**src/rtl/wide_add_sequencer.sv**
```systemverilog
// Multi-cycle wide adder: one shared 12-bit uniform_adder processes one slice per
// cycle, LSB first, with the slice carry chained through a carry register.

module uniform_adder (
  input  logic [11:0] inp1,
  input  logic [11:0] inp2,
  input  logic        cin,
  output logic [11:0] out,
  output logic        cout
);

  assign {cout, out} = {1'b0, inp1} + {1'b0, inp2} + {12'd0, cin};

endmodule

module wide_add_sequencer #(
  parameter int WORDS = 4,
  parameter int SLICE = 12
) (
  input  logic                   clk,
  input  logic                   rst_n,
  input  logic                   in_valid,
  output logic                   in_ready,
  input  logic [SLICE*WORDS-1:0] a,
  input  logic [SLICE*WORDS-1:0] b,
  input  logic                   cin,
  output logic                   out_valid,
  input  logic                   out_ready,
  output logic [SLICE*WORDS-1:0] result,
  output logic                   cout,
  output logic                   busy
);

  localparam int IW = $clog2(WORDS);
  localparam logic [IW-1:0] LAST = IW'(WORDS - 1);

  if (SLICE != 12 || WORDS < 2 || WORDS > 16) begin : gBadParam
    $error("wide_add_sequencer: SLICE must be 12 and WORDS must be in 2..16");
  end

  typedef enum logic [1:0] {IDLE, RUN, DONE} state_t;

  state_t                         state_q, state_d;
  logic [IW-1:0]                  idx_q, idx_d;
  logic                           carry_q, carry_d;
  logic                           cout_q, cout_d;
  logic [WORDS-1:0][SLICE-1:0]    a_q, a_d;
  logic [WORDS-1:0][SLICE-1:0]    b_q, b_d;
  logic [WORDS-1:0][SLICE-1:0]    res_q, res_d;

  logic [SLICE-1:0] sliceSum;
  logic             sliceCarry;

  uniform_adder uAdder (
    .inp1 (a_q[idx_q]),
    .inp2 (b_q[idx_q]),
    .cin  (carry_q),
    .out  (sliceSum),
    .cout (sliceCarry)
  );

  always_ff @(posedge clk or negedge rst_n) begin
    if (!rst_n) begin
      state_q <= IDLE;
      idx_q   <= '0;
      carry_q <= 1'b0;
      cout_q  <= 1'b0;
      a_q     <= '0;
      b_q     <= '0;
      res_q   <= '0;
    end else begin
      state_q <= state_d;
      idx_q   <= idx_d;
      carry_q <= carry_d;
      cout_q  <= cout_d;
      a_q     <= a_d;
      b_q     <= b_d;
      res_q   <= res_d;
    end
  end

  // Result is cleared at accept so unwritten slices read 0 while the add is in flight.
  always_comb begin
    state_d = state_q;
    idx_d   = idx_q;
    carry_d = carry_q;
    cout_d  = cout_q;
    a_d     = a_q;
    b_d     = b_q;
    res_d   = res_q;
    case (state_q)
      IDLE: begin
        if (in_valid) begin
          a_d     = a;
          b_d     = b;
          carry_d = cin;
          res_d   = '0;
          idx_d   = '0;
          state_d = RUN;
        end
      end
      RUN: begin
        res_d[idx_q] = sliceSum;
        carry_d      = sliceCarry;
        if (idx_q == LAST) begin
          cout_d  = sliceCarry;
          state_d = DONE;
        end else begin
          idx_d = idx_q + IW'(1);
        end
      end
      DONE: begin
        if (out_ready) begin
          state_d = IDLE;
        end
      end
      default: state_d = IDLE;
    endcase
  end

  assign in_ready  = (state_q == IDLE);
  assign out_valid = (state_q == DONE);
  assign busy      = (state_q != IDLE);
  assign result    = res_q;
  assign cout      = cout_q;

endmodule

```
**config.mk**
```make
export PLATFORM = sky130hd
export DESIGN_NAME = wide_add_sequencer
export DESIGN_NICKNAME = d
export VERILOG_FILES = /design/src/rtl/wide_add_sequencer.sv
export SDC_FILE = /design/constraint.sdc
export NUM_CORES = 1
export LEC_CHECK = 0
export BUFFER_PORTS_ARGS = -buffer_cell sky130_fd_sc_hd__buf_2
export CAP_MARGIN = 20
export CORE_ASPECT_RATIO = 1.5
export CORE_MARGIN = 1.5
export CORE_UTILIZATION = 35
export DETAILED_ROUTE_END_ITERATION = 7
export PLACE_DENSITY = 0.54
export RECOVER_POWER = 100
export SYNTH_ARGS = -nofsm -noshare
export SYNTH_HDL_FRONTEND = slang
export SYNTH_SLANG_ARGS = --single-unit
export TNS_END_PERCENT = 1
```
**constraint.sdc**
```tcl
create_clock -name clk -period 6 [get_ports clk]
set_input_delay 0.6 -clock clk [delete_from_list [all_inputs] [get_ports clk]]
set_output_delay 0.6 -clock clk [all_outputs]
set_load 0.01 [all_outputs]
```
==> results of run 1 <==
state kept, by name (all words and copies together) (netlist names):
signal,cells
a_q,48
b_q,48
carry_q,1
cout,1
idx_q,2
result,48
state_q,2
metrics by stage:
stage / util [%] / setup WS [ns] / instances / hold slack [ns]
after CTS: 44.1 / 2.05 / 1092 / 0.217
final: 43.6 / 1.45 / 1092 / 0.178
after floorplan: - / 2.93 / 688 / 0.304
after global routing: 43.6 / 0.974 / 1092 / 0.254
after global placement: 40.8 / 2.15 / 1060 / 0.455
after detailed placement: 40.8 / 2.06 / 1060 / 0.457
worst min path at each step:
stage / from / cells after the start / slack, ns / to
5_1_grt: rst_n / 1 / 0.25 / b_q[31]$_DFFE_PN0P_
2_1_floorplan: rst_n / 0 / 0.30 / a_q[0]$_DFFE_PN0P_
3_3_place_gp: b_q[35]$_DFFE_PN0P_ / 2 / 0.45 / b_q[35]$_DFFE_PN0P_
3_5_place_dp: b_q[41]$_DFFE_PN0P_ / 2 / 0.46 / b_q[41]$_DFFE_PN0P_
4_1_cts: rst_n / 1 / 0.22 / b_q[31]$_DFFE_PN0P_
6_report: rst_n / 1 / 0.18 / b_q[31]$_DFFE_PN0P_
power groups by stage:
stage / Combinational, mW / Sequential [mW] / Clock (mW)
3_5_place_dp: 3.05 / 1.79 / 0
4_1_cts: 3.06 / 1.77 / 1.17
3_3_place_gp: 3.01 / 1.78 / 0
5_1_grt: 3.24 / 1.84 / 1.22
2_1_floorplan: 2.24 / 1.71 / 0
6_report: 2.90 / 1.77 / 1.15
cells in the final DEF (no fill, tap or decap), types with 5 or more instances in the layout:
master	n
sky130_fd_sc_hd__inv_6	5
sky130_fd_sc_hd__nand4_1	9
sky130_fd_sc_hd__dfrtp_1	150
sky130_fd_sc_hd__a21oi_1	8
sky130_fd_sc_hd__mux4_2	24
sky130_fd_sc_hd__o21ai_0	21
sky130_fd_sc_hd__a31oi_1	6
sky130_fd_sc_hd__a22o_1	28
sky130_fd_sc_hd__inv_1	6
sky130_fd_sc_hd__clkbuf_1	52
sky130_fd_sc_hd__nand3_1	16
sky130_fd_sc_hd__clkbuf_16	17
sky130_fd_sc_hd__buf_2	99
sky130_fd_sc_hd__nor2_1	12
sky130_fd_sc_hd__nand2_1	306
sky130_fd_sc_hd__a21o_1	5
sky130_fd_sc_hd__ha_1	15
routing by layer:
metal  vias to the layer above  wire length (µm)  global-route usage (%)
li1                       2599                 -                       -
met1                      2525              7600                    22.3
met2                       135              9500                    32.9
met3                        25               594                    2.68
met4                         0               447                    8.03
met5                         -                 0                       0
worst max-delay path, cell delays in order, from the launching register on:
cell and delay, ns:
sky130_fd_sc_hd__dfrtp_1 1.46, sky130_fd_sc_hd__mux4_2 0.66, sky130_fd_sc_hd__fa_1 0.45, sky130_fd_sc_hd__fa_1 0.44
sky130_fd_sc_hd__a211oi_1 0.29, sky130_fd_sc_hd__nor2_1 0.13, sky130_fd_sc_hd__o41ai_1 0.49, sky130_fd_sc_hd__xor2_1 0.33
sky130_fd_sc_hd__o21ai_0 0.15
kinds of logic after synthesis:
group	Yosys count
simple gates	360
flops	150
compound gates	85
buf+inv	45
mux	25
fa+ha+maj	17
xor+xnor	6
final cells by class:
cell class / instances / area (µm²) / area share, %
clock buffers: 18 / 439 / 5.24
clock inverters: 14 / 196 / 2.34
inverters: 6 / 22.5 / 0.269
multi-input cells: 493 / 2920 / 34.9
flip-flops and latches: 150 / 3750 / 44.8
well taps: 256 / 320 / 3.82
repair buffers: 155 / 724 / 8.64
==> impl_metrics.prom, run 1 <==
# TYPE chip_impl_metric gauge
chip_impl_metric{name="dpl.hpwl",unit="mm"} 13.0
chip_impl_metric{name="post_synthesis_compound_gate_area_fraction",unit="%"} 9.50
chip_impl_metric{name="ff2ff_setup_slack",unit="ns"} 1.45
chip_impl_info{name="r2r_end",value="result[20]$_DFFE_PN0P_"} 1
chip_impl_metric{name="cellLeakagePower",unit="nW"} 4.22
chip_impl_metric{name="synth.net_count",unit=""} 806
chip_impl_metric{name="netlist.area_leader.share",unit="%"} 54.5
chip_impl_metric{name="cts_buffer_depth",unit=""} 2
chip_impl_metric{name="drive_gt1_share",unit="%"} 20.0
chip_impl_metric{name="numPortBuffers",unit=""} 152
chip_impl_metric{name="die-area",unit="µm²"} 20500
chip_impl_info{name="ys_top_cells_by_count",value="sky130_fd_sc_hd__nand2_1 (307), sky130_fd_sc_hd__dfrtp_1 (150), sky130_fd_sc_hd__a22o_1 (28)"} 1
chip_impl_metric{name="synth-warning-count",unit=""} 0
chip_impl_metric{name="synth-xor-area-share",unit="%"} 0.872
chip_impl_metric{name="p_comb_share",unit="%"} 49.8
chip_impl_metric{name="drc_marker_count_from_the_first_detailed_route_iteration",unit=""} 321
chip_impl_metric{name="worst_skew_pair.late_latency",unit="ns"} 0.42
chip_impl_info{name="run_status",value="complete, but fails checks"} 1
chip_impl_metric{name="finClkSkew",unit="ns"} 0.00653
chip_impl_info{name="worst_setup_path_startpoint",value="idx_q[0]$_DFFE_PN0P_"} 1
chip_impl_metric{name="insertedDiodeCount",unit=""} 0
chip_impl_metric{name="finalMaxSlewViolations",unit=""} 28
chip_impl_info{name="root_buffer",value="sky130_fd_sc_hd__clkbuf_16"} 1
chip_impl_info{name="postSynth.topFlopCell",value="sky130_fd_sc_hd__dfrtp_1"} 1
chip_impl_metric{name="postSynthCellCount",unit=""} 688
chip_impl_metric{name="synth_simple_gate_area_share",unit="%"} 21.1
chip_impl_metric{name="pin_count_of_the_biggest_net_entering_global_routing",unit=""} 102
chip_impl_metric{name="gp_routability_congestion",unit=""} 0.783
chip_impl_metric{name="finalCriticalPeriod",unit="ns"} 4.55
chip_impl_info{name="synth_most_common_cell",value="sky130_fd_sc_hd__nand2_1"} 1
chip_impl_metric{name="finish.instance_area",unit="µm²"} 8380
chip_impl_metric{name="syn-cell-area",unit="µm²"} 6890
chip_impl_info{name="rsz0062_at_grt",value="false"} 1
chip_impl_metric{name="floorplan.initialDensity",unit="%"} 35.8
chip_impl_metric{name="synthToLayoutAreaGrowth",unit="%"} 21.7
chip_impl_metric{name="filler_cell_count",unit=""} 1981
chip_impl_metric{name="switching_pwr",unit="mW"} 2.50
chip_impl_metric{name="detail_route.vias_per_cell",unit=""} 4.84
chip_impl_info{name="synth.largest_area_cell",value="sky130_fd_sc_hd__dfrtp_1"} 1
chip_impl_metric{name="ys_ff_latch",unit=""} 150
chip_impl_metric{name="final.setup.tns",unit="ns"} 0
chip_impl_metric{name="number_of_max_capacitance_violations_reported",unit=""} 1
chip_impl_metric{name="die_x",unit="µm"} 118
chip_impl_metric{name="grt_pass1_wl",unit="mm"} 29.1
chip_impl_metric{name="internal_power",unit="mW"} 3.32
chip_impl_metric{name="reg2reg_depth",unit=""} 8
chip_impl_metric{name="muxShareOfSynthArea",unit="%"} 8.01
chip_impl_info{name="hold_class",value="in2async"} 1
chip_impl_metric{name="power.density_cell_area",unit="nW/µm²"} 695
chip_impl_info{name="launch_point_of_the_worst_reg_to_reg_path",value="idx_q[0]$_DFFE_PN0P_"} 1
chip_impl_info{name="dominant_combinational_cell_family_by_area_after_synthesis",value="simple AND/OR/NAND/NOR gates"} 1
chip_impl_info{name="timing.critical_path.from_type",value="register"} 1
chip_impl_metric{name="total_power",unit="mW"} 5.82
chip_impl_info{name="crit_end",value="result[20]$_DFFE_PN0P_"} 1
chip_impl_info{name="cts_tree",value="built"} 1
chip_impl_metric{name="gr-usage-all-layers",unit="%"} 18.5
chip_impl_metric{name="synth_seq_area_share",unit="%"} 54.5
chip_impl_metric{name="antenna_found_initial",unit=""} 0
chip_impl_metric{name="synth.lib_cells_used.distinct",unit=""} 45
chip_impl_info{name="critical_path.endpoint_type",value="register"} 1
chip_impl_metric{name="core_area",unit="µm²"} 19200
chip_impl_metric{name="seqPwrFrac",unit="%"} 30.4
chip_impl_metric{name="slew_headroom",unit="%"} -11.8
chip_impl_info{name="path_class",value="reg2reg"} 1
chip_impl_metric{name="first_global_vias",unit=""} 5410
chip_impl_metric{name="die_h",unit="µm"} 175
chip_impl_metric{name="clkSinkCount",unit=""} 150
chip_impl_info{name="synth_area_leaders",value="sky130_fd_sc_hd__dfrtp_1 (55%), sky130_fd_sc_hd__nand2_1 (17%), sky130_fd_sc_hd__mux4_2 (7.8%), sky130_fd_sc_hd__a22o_1 (3.6%), sky130_fd_sc_hd__ha_1 (2.7%)"} 1
chip_impl_metric{name="worstPathRequired",unit="ns"} 6.29
chip_impl_metric{name="wl_per_cell",unit="µm"} 16.6
chip_impl_metric{name="irDropWorstVdd",unit="µV"} 296
chip_impl_metric{name="postSynthAreaPerCell",unit="µm²"} 10.0
chip_impl_metric{name="path_clk_slew",unit="ns"} 0.06
chip_impl_metric{name="first_pass_iters",unit=""} 5
chip_impl_info{name="failed_checks",value="capacitance limit, slew limit"} 1
chip_impl_metric{name="global_route.overflow_total",unit=""} 0
chip_impl_metric{name="power_switching_share",unit="%"} 43.0
chip_impl_metric{name="number_of_flops_mapped_to_enable_cells_by_yosys",unit=""} 0
chip_impl_metric{name="crit_share_post_route",unit="%"} 75.8
chip_impl_metric{name="postCtsSetupBuffers",unit=""} 0
chip_impl_metric{name="htreeDepth",unit=""} 4
chip_impl_metric{name="worst_pin_slew",unit="ns"} 1.68
chip_impl_metric{name="setup_viol",unit=""} 0
chip_impl_metric{name="totalWireLength",unit="mm"} 18.1
chip_impl_metric{name="cts-resized-gates",unit=""} 0
chip_impl_metric{name="yosys.area_share.adder",unit="%"} 3.31
chip_impl_metric{name="critical_path.max_fanout",unit=""} 27
chip_impl_metric{name="detailroute.via_count",unit=""} 5284
chip_impl_metric{name="power.clock.fraction",unit="%"} 19.8
chip_impl_metric{name="io-pin-count",unit=""} 153
chip_impl_metric{name="placement.cell_area",unit="µm²"} 7850
chip_impl_metric{name="max_freq",unit="GHz"} 0.220
chip_impl_metric{name="cts_hold_buffers",unit=""} 0
chip_impl_metric{name="tritoncts.num_buffers",unit=""} 17
chip_impl_metric{name="remaining_drc_errors",unit=""} 0
chip_impl_metric{name="report.final.hold_viol_count",unit=""} 0
chip_impl_metric{name="finalNetCount",unit=""} 941
chip_impl_metric{name="ant_nets",unit=""} 0
chip_impl_metric{name="placementRows",unit=""} 62
chip_impl_metric{name="cp_data_arrival_time",unit="ns"} 4.84
chip_impl_metric{name="synthArstFlopShare",unit="%"} 100
(Power assumes the default switching activity.)
==> run 2, diff against run 1 <==
Clock period 6 ns to 4.7 ns, I/O delays scaled along.
==> run 2 against run 1 <==
Net effect: wire length shrank 0.11%; global-route usage is essentially flat; the run still ends with capacitance limit, slew limit left; combinational power grew 31%.
==> impl_metrics.prom, run 2 (same netlist as run 1, synthesis figures left out) <==
# TYPE chip_impl_metric gauge
chip_impl_info{name="rsz0062_at_grt",value="false"} 1
chip_impl_metric{name="finClkSkew",unit="ns"} 0.00846
chip_impl_info{name="root_buffer",value="sky130_fd_sc_hd__clkbuf_16"} 1
chip_impl_info{name="hold_class",value="in2reg"} 1
chip_impl_metric{name="cts_buffer_depth",unit=""} 2
chip_impl_metric{name="global_route.overflow_total",unit=""} 0
chip_impl_metric{name="cp_data_arrival_time",unit="ns"} 4.14
chip_impl_metric{name="detail_route.vias_per_cell",unit=""} 4.83
chip_impl_metric{name="synthToLayoutAreaGrowth",unit="%"} 21.8
chip_impl_metric{name="worstPathRequired",unit="ns"} 4.99
chip_impl_info{name="failed_checks",value="capacitance limit, slew limit"} 1
chip_impl_metric{name="cellLeakagePower",unit="nW"} 4.22
chip_impl_metric{name="finalCriticalPeriod",unit="ns"} 3.85
chip_impl_metric{name="register_area",unit="µm²"} 3750
chip_impl_metric{name="drc_marker_count_from_the_first_detailed_route_iteration",unit=""} 413
chip_impl_metric{name="power.density_cell_area",unit="nW/µm²"} 887
chip_impl_metric{name="first_global_vias",unit=""} 5360
chip_impl_metric{name="wl_per_cell",unit="µm"} 16.5
chip_impl_info{name="critical_path.endpoint_type",value="register"} 1
chip_impl_info{name="critPathTopFamily",value="compound AO/OA/AOI/OAI gates"} 1
chip_impl_metric{name="critical_path.max_fanout",unit=""} 14
chip_impl_metric{name="numPortBuffers",unit=""} 152
chip_impl_metric{name="min_delay_path_depth",unit=""} 3
chip_impl_metric{name="first_pass_iters",unit=""} 4
chip_impl_info{name="worstPathCellList",value="buf_4 > mux4_2 > fa_1 > a211oi_1 > nor2_1 > o41ai_1 > xor2_1 > o21ai_0"} 1
chip_impl_metric{name="tritoncts.num_buffers",unit=""} 17
chip_impl_metric{name="core_area",unit="µm²"} 19200
chip_impl_metric{name="pin_count_of_the_biggest_net_entering_global_routing",unit=""} 102
chip_impl_metric{name="reg2reg_depth",unit=""} 8
chip_impl_info{name="mostFrequentLayoutCell",value="sky130_fd_sc_hd__nand2_1"} 1
chip_impl_metric{name="setup_viol",unit=""} 0
chip_impl_metric{name="report.final.hold_viol_count",unit=""} 0
chip_impl_metric{name="finalWorstSetupSlack",unit="ns"} 0.851
chip_impl_metric{name="dpl.hpwl",unit="mm"} 13.2
chip_impl_metric{name="drive_gt1_share",unit="%"} 19.8
chip_impl_metric{name="ant_nets",unit=""} 0
chip_impl_metric{name="totalWireLength",unit="mm"} 18.1
chip_impl_metric{name="filler_cell_count",unit=""} 1977
chip_impl_metric{name="place.detailed.instances",unit=""} 1062
chip_impl_metric{name="number_of_max_capacitance_violations_reported",unit=""} 3
chip_impl_metric{name="cts-resized-gates",unit=""} 0
chip_impl_metric{name="clkSinkCount",unit=""} 150
chip_impl_metric{name="grt_pass1_wl",unit="mm"} 29.4
chip_impl_metric{name="critical_path_depth_in_cells",unit=""} 8
chip_impl_info{name="timing.critical_path.from_type",value="register"} 1
chip_impl_info{name="commonest_non_fill_non_tap_cells_in_the_layout",value="sky130_fd_sc_hd__nand2_1 (306), sky130_fd_sc_hd__dfrtp_1 (150), sky130_fd_sc_hd__buf_2 (99), sky130_fd_sc_hd__clkbuf_1 (55), sky130_fd_sc_hd__a22o_1 (28)"} 1
chip_impl_metric{name="remaining_drc_errors",unit=""} 0
chip_impl_info{name="path_class",value="reg2reg"} 1
chip_impl_metric{name="final.setup.tns",unit="ns"} 0
chip_impl_metric{name="worst_skew_pair.late_latency",unit="ns"} 0.42
chip_impl_metric{name="finish.instance_area",unit="µm²"} 8390
chip_impl_metric{name="gp_routability_congestion",unit=""} 0.761
chip_impl_metric{name="slowest_delay",unit="ns"} 0.82
chip_impl_metric{name="insertedDiodeCount",unit=""} 0
chip_impl_metric{name="max_freq",unit="GHz"} 0.260
chip_impl_metric{name="antenna_found_initial",unit=""} 0
chip_impl_metric{name="irDropWorstVdd",unit="µV"} 408
chip_impl_metric{name="finalNetCount",unit=""} 944
chip_impl_metric{name="placementRows",unit=""} 62
chip_impl_metric{name="crit_share_post_route",unit="%"} 81.9
chip_impl_metric{name="multi_input_area",unit="µm²"} 2930
chip_impl_metric{name="htreeDepth",unit=""} 4
chip_impl_metric{name="place_worst_setup_slack",unit="ns"} 1.22
chip_impl_metric{name="floorplan.initialDensity",unit="%"} 35.8
chip_impl_metric{name="die_x",unit="µm"} 118
chip_impl_info{name="cp_slowest_cell",value="sky130_fd_sc_hd__dfrtp_1"} 1
chip_impl_metric{name="die-area",unit="µm²"} 20500
chip_impl_metric{name="gr-usage-all-layers",unit="%"} 18.5
chip_impl_metric{name="io-pin-count",unit=""} 153
chip_impl_metric{name="finalMaxSlewViolations",unit=""} 136
chip_impl_metric{name="worst_pin_slew",unit="ns"} 1.80
chip_impl_metric{name="final_cells",unit=""} 1095
chip_impl_metric{name="slew_headroom",unit="%"} -20.1
chip_impl_metric{name="detailroute.via_count",unit=""} 5293
chip_impl_metric{name="final_hold_slack",unit="ns"} 0.237
chip_impl_info{name="cts_tree",value="built"} 1
chip_impl_metric{name="critical_path.n_buffers_inverters",unit=""} 1
chip_impl_info{name="run_status",value="complete, but fails checks"} 1
chip_impl_metric{name="die_h",unit="µm"} 175
chip_impl_metric{name="placement.cell_area",unit="µm²"} 7860
chip_impl_metric{name="path_clk_slew",unit="ns"} 0.06
## run 2: cell count changes in the layout (fill, tap and decap cells not counted), sizes merged
cell / delta
buf: -1
clkbuf: +7
dlygate4sd3: +1
clkinv: +1
inv: -4
bufinv: -1
## run 2: path summary, 6_finish.rpt
kind	startpoint	to	slack, ns
hold / removal	b[34]	b_q[34]$_DFFE_PN0P_	0.24
hold reg to reg	b_q[45]$_DFFE_PN0P_	b_q[45]$_DFFE_PN0P_	0.47
setup reg to reg	idx_q[0]$_DFFE_PN0P_	result[20]$_DFFE_PN0P_	0.85
setup / recovery	idx_q[0]$_DFFE_PN0P_	result[20]$_DFFE_PN0P_	0.85
min in group asynchronous	rst_n	b_q[31]$_DFFE_PN0P_	1.06
max in group asynchronous	rst_n	result[14]$_DFFE_PN0P_	1.37
## run 2: what timing repair did
| action | CTS | global route |
|---|---|---|
| buffers inserted | 0 | 0 |
| endpoints found under the hold margin | 31 | 0 |
| hold buffers | 1 | 0 |
## run 2: cell type report
type / count / share of cell area (%)
Clock inverter: 10 / 1.72
Multi-Input combinational cell: 493 / 35.0
Timing Repair Buffer: 158 / 8.79
Clock buffer: 22 / 5.66
Sequential cell: 150 / 44.8
Tap cell: 256 / 3.82
Inverter: 6 / 0.269
## run 2: per-stage QoR
step,total power [mW],util (%)
detailed placement,6.17,40.9
finish,7.44,43.6
floorplan,5.05,-
CTS,7.61,44.1
global placement,6.15,40.9
global route,8.05,43.6
## run 2: metal layers
layer,GRT usage (%),part of all wire (%),up-vias
met1,22.4,42,2548
met4,5.08,1.3,0
met3,3.43,3.2,14
met5,0,0,-
li1,-,-,2608
met2,33.6,53,123
## run 2: worst reg2reg max path: stages (launching register included)
cell	delay, ns
sky130_fd_sc_hd__dfrtp_1	0.82
sky130_fd_sc_hd__buf_4	0.42
sky130_fd_sc_hd__mux4_2	0.59
sky130_fd_sc_hd__fa_1	0.49
sky130_fd_sc_hd__a211oi_1	0.27
sky130_fd_sc_hd__nor2_1	0.11
sky130_fd_sc_hd__o41ai_1	0.56
sky130_fd_sc_hd__xor2_1	0.33
sky130_fd_sc_hd__o21ai_0	0.14
## run 2: where the power goes
| part | leakage [nW] | internal (mW) | switching [mW] |
|---|---|---|---|
| combinational | 2.03 | 1.47 | 2.32 |
| clock | 0.293 | 0.880 | 0.533 |
| sequential | 1.90 | 1.88 | 0.356 |
| total | 4.22 | 4.23 | 3.21 |
==> run 3, diff against run 2 <==
Settings changed: PLACE_DENSITY 0.54 to 0.56.
Clock period 4.7 ns to 3.3 ns, I/O delays scaled along.
==> run 3 against run 2 <==
Net effect: the flow still finishes with violations (capacitance limit, slew limit); cell area rose by 0.84%; first-iteration DRC count fell by 47%; count of clock-buffer cells in the layout fell by 3.
==> impl_metrics.prom, run 3 (same netlist as run 1, synthesis figures left out) <==
# TYPE chip_impl_metric gauge
chip_impl_info{name="run_status",value="complete, but fails checks"} 1
chip_impl_info{name="failed_checks",value="capacitance limit, slew limit"} 1
chip_impl_metric{name="placementRows",unit=""} 62
chip_impl_metric{name="final_hold_slack",unit="ns"} 0.0861
chip_impl_info{name="critical_path.endpoint_type",value="register"} 1
chip_impl_metric{name="number_of_max_capacitance_violations_reported",unit=""} 1
chip_impl_metric{name="die-area",unit="µm²"} 20500
chip_impl_info{name="cp_slowest_cell",value="sky130_fd_sc_hd__mux4_2"} 1
chip_impl_metric{name="gr-usage-all-layers",unit="%"} 18.6
chip_impl_metric{name="remaining_drc_errors",unit=""} 0
chip_impl_metric{name="wl_met1",unit="mm"} 7.44
chip_impl_metric{name="tritoncts.num_buffers",unit=""} 17
chip_impl_metric{name="drc_marker_count_from_the_first_detailed_route_iteration",unit=""} 218
chip_impl_metric{name="irDropWorstVdd",unit="µV"} 539
chip_impl_metric{name="max_freq",unit="GHz"} 0.321
chip_impl_metric{name="io-pin-count",unit=""} 153
chip_impl_metric{name="finalCriticalPeriod",unit="ns"} 3.12
chip_impl_metric{name="place_worst_setup_slack",unit="ns"} 0.107
chip_impl_metric{name="path_clk_slew",unit="ns"} 0.06
chip_impl_metric{name="critical_path.max_fanout",unit=""} 4
chip_impl_metric{name="crit_share_post_route",unit="%"} 94.5
chip_impl_info{name="root_buffer",value="sky130_fd_sc_hd__clkbuf_16"} 1
chip_impl_info{name="path_class",value="reg2reg"} 1
chip_impl_metric{name="slowest_delay",unit="ns"} 0.53
chip_impl_metric{name="setup_viol",unit=""} 0
chip_impl_info{name="cts_tree",value="built"} 1
chip_impl_metric{name="finalWorstSetupSlack",unit="ns"} 0.181
chip_impl_metric{name="slew_headroom",unit="%"} -24.5
chip_impl_metric{name="report.final.hold_viol_count",unit=""} 0
chip_impl_metric{name="cts_buffer_depth",unit=""} 2
chip_impl_metric{name="dpl.hpwl",unit="mm"} 13.5
chip_impl_metric{name="met2RoutedLength",unit="mm"} 9.87
chip_impl_info{name="rsz0062_at_grt",value="false"} 1
chip_impl_metric{name="ant_nets",unit=""} 0
chip_impl_metric{name="detailroute.via_count",unit=""} 5302
chip_impl_info{name="hold_class",value="in2reg"} 1
chip_impl_metric{name="antenna_found_initial",unit=""} 0
chip_impl_metric{name="cellLeakagePower",unit="nW"} 4.26
chip_impl_metric{name="floorplan.initialDensity",unit="%"} 35.8
chip_impl_metric{name="detail_route.vias_per_cell",unit=""} 4.79
chip_impl_metric{name="first_pass_iters",unit=""} 4
chip_impl_metric{name="worst_skew_pair.late_latency",unit="ns"} 0.43
chip_impl_info{name="worstPathCellList",value="mux4_2 > fa_1 > fa_1 > a211oi_1 > nor2_1 > o41ai_2 > xor2_1 > o21ai_0"} 1
chip_impl_metric{name="final.setup.tns",unit="ns"} 0
chip_impl_metric{name="htreeDepth",unit=""} 4
chip_impl_metric{name="core_area",unit="µm²"} 19200
chip_impl_info{name="timing.critical_path.from_type",value="register"} 1
chip_impl_metric{name="cp_data_arrival_time",unit="ns"} 3.42
chip_impl_info{name="mostFrequentLayoutCell",value="sky130_fd_sc_hd__nand2_1"} 1
chip_impl_metric{name="first_global_vias",unit=""} 5552
chip_impl_metric{name="finalMaxSlewViolations",unit=""} 75
chip_impl_metric{name="drive_gt1_share",unit="%"} 20.8
chip_impl_metric{name="final_standard_cell_utilization_of_the_core",unit="%"} 44.0
chip_impl_metric{name="die_h",unit="µm"} 175
chip_impl_metric{name="synthToLayoutAreaGrowth",unit="%"} 22.8
chip_impl_metric{name="pin_count_of_the_biggest_net_entering_global_routing",unit=""} 75
chip_impl_metric{name="totalWireLength",unit="mm"} 18.4
chip_impl_metric{name="finish.instance_area",unit="µm²"} 8460
chip_impl_metric{name="finalNetCount",unit=""} 955
chip_impl_metric{name="power.density_cell_area",unit="nW/µm²"} 1260
chip_impl_metric{name="clkSinkCount",unit=""} 150
chip_impl_metric{name="worst_pin_slew",unit="ns"} 1.87
chip_impl_metric{name="die_x",unit="µm"} 118
chip_impl_metric{name="insertedDiodeCount",unit=""} 0
chip_impl_info{name="commonest_non_fill_non_tap_cells_in_the_layout",value="sky130_fd_sc_hd__nand2_1 (306), sky130_fd_sc_hd__dfrtp_1 (149), sky130_fd_sc_hd__buf_2 (99), sky130_fd_sc_hd__clkbuf_1 (57), sky130_fd_sc_hd__a22o_1 (28)"} 1
chip_impl_metric{name="worstPathRequired",unit="ns"} 3.60
chip_impl_metric{name="global_route.overflow_total",unit=""} 0
chip_impl_metric{name="numPortBuffers",unit=""} 152
chip_impl_metric{name="placement.cell_area",unit="µm²"} 7960
chip_impl_metric{name="wl_per_cell",unit="µm"} 16.6
chip_impl_metric{name="finClkSkew",unit="ns"} 0.00883
chip_impl_metric{name="gp_routability_congestion",unit=""} 0.779
chip_impl_metric{name="grt_pass1_wl",unit="mm"} 29.3
chip_impl_info{name="route.top_layer_used",value="met4"} 1
chip_impl_info{name="critical_path.most_common_cell",value="sky130_fd_sc_hd__fa_1"} 1
chip_impl_metric{name="wl_met3",unit="µm"} 583
[run 3: repair_timing]
| action | 4_1_cts | 5_1_grt |
|---|---|---|
| gates resized for setup | 0 | 1 |
| setup endpoints to repair | 0 | 5 |
| hold buffers | 1 | 0 |
| hold endpoints to repair | 72 | 0 |
| setup buffers | 0 | 0 |
[run 3: worst max-delay path: cells and delay by family (launching register included)]
kind	cells	cell delay (ns)
compound gates	3	0.79
xor+xnor	1	0.30
fa+ha+maj	2	0.86
flops	1	0.41
mux	1	0.53
simple gates	1	0.11
[run 3: layout make-up]
type	instances	area, µm²
clock buffer	19	453
clock inverter	13	171
fill	1962	10800
inverter	6	22.5
multi-input combinational	493	2930
sequential	150	3750
tap	256	320
timing repair buffer	169	803
[run 3: final timing paths]
check,slack (ns),to,from,depth (start not counted)
max reg2reg,0.18,result[20]$_DFFE_PN0P_,idx_q[0]$_DFFE_PN0P_,8
min,0.09,a_q[30]$_DFFE_PN0P_,a[30],3
min reg2reg,0.47,a_q[47]$_DFFE_PN0P_,a_q[47]$_DFFE_PN0P_,2
max,0.18,result[20]$_DFFE_PN0P_,idx_q[0]$_DFFE_PN0P_,8
min in group asynchronous,0.96,b_q[17]$_DFFE_PN0P_,rst_n,2
max in group asynchronous,0.63,result[2]$_DFFE_PN0P_,rst_n,3
[run 3: power by group]
part           switching, mW  internal [mW]
sequential             0.447           2.68
clock                  0.798           1.24
combinational           3.34           2.16
total                   4.59           6.08
[run 3: metrics by stage]
step                total power [mW]  cells
floorplan                       7.19    688
global placement                8.85   1073
detailed placement              8.92   1073
CTS                             11.0   1106
global route                    11.5   1106
finish                          10.7   1106
[run 3: layer usage]
layer	vias to the layer above	global-route usage [%]
met5	-	0
met4	0	8.23
met3	24	3.07
met2	117	34.4
met1	2529	21.0
li1	2632	-
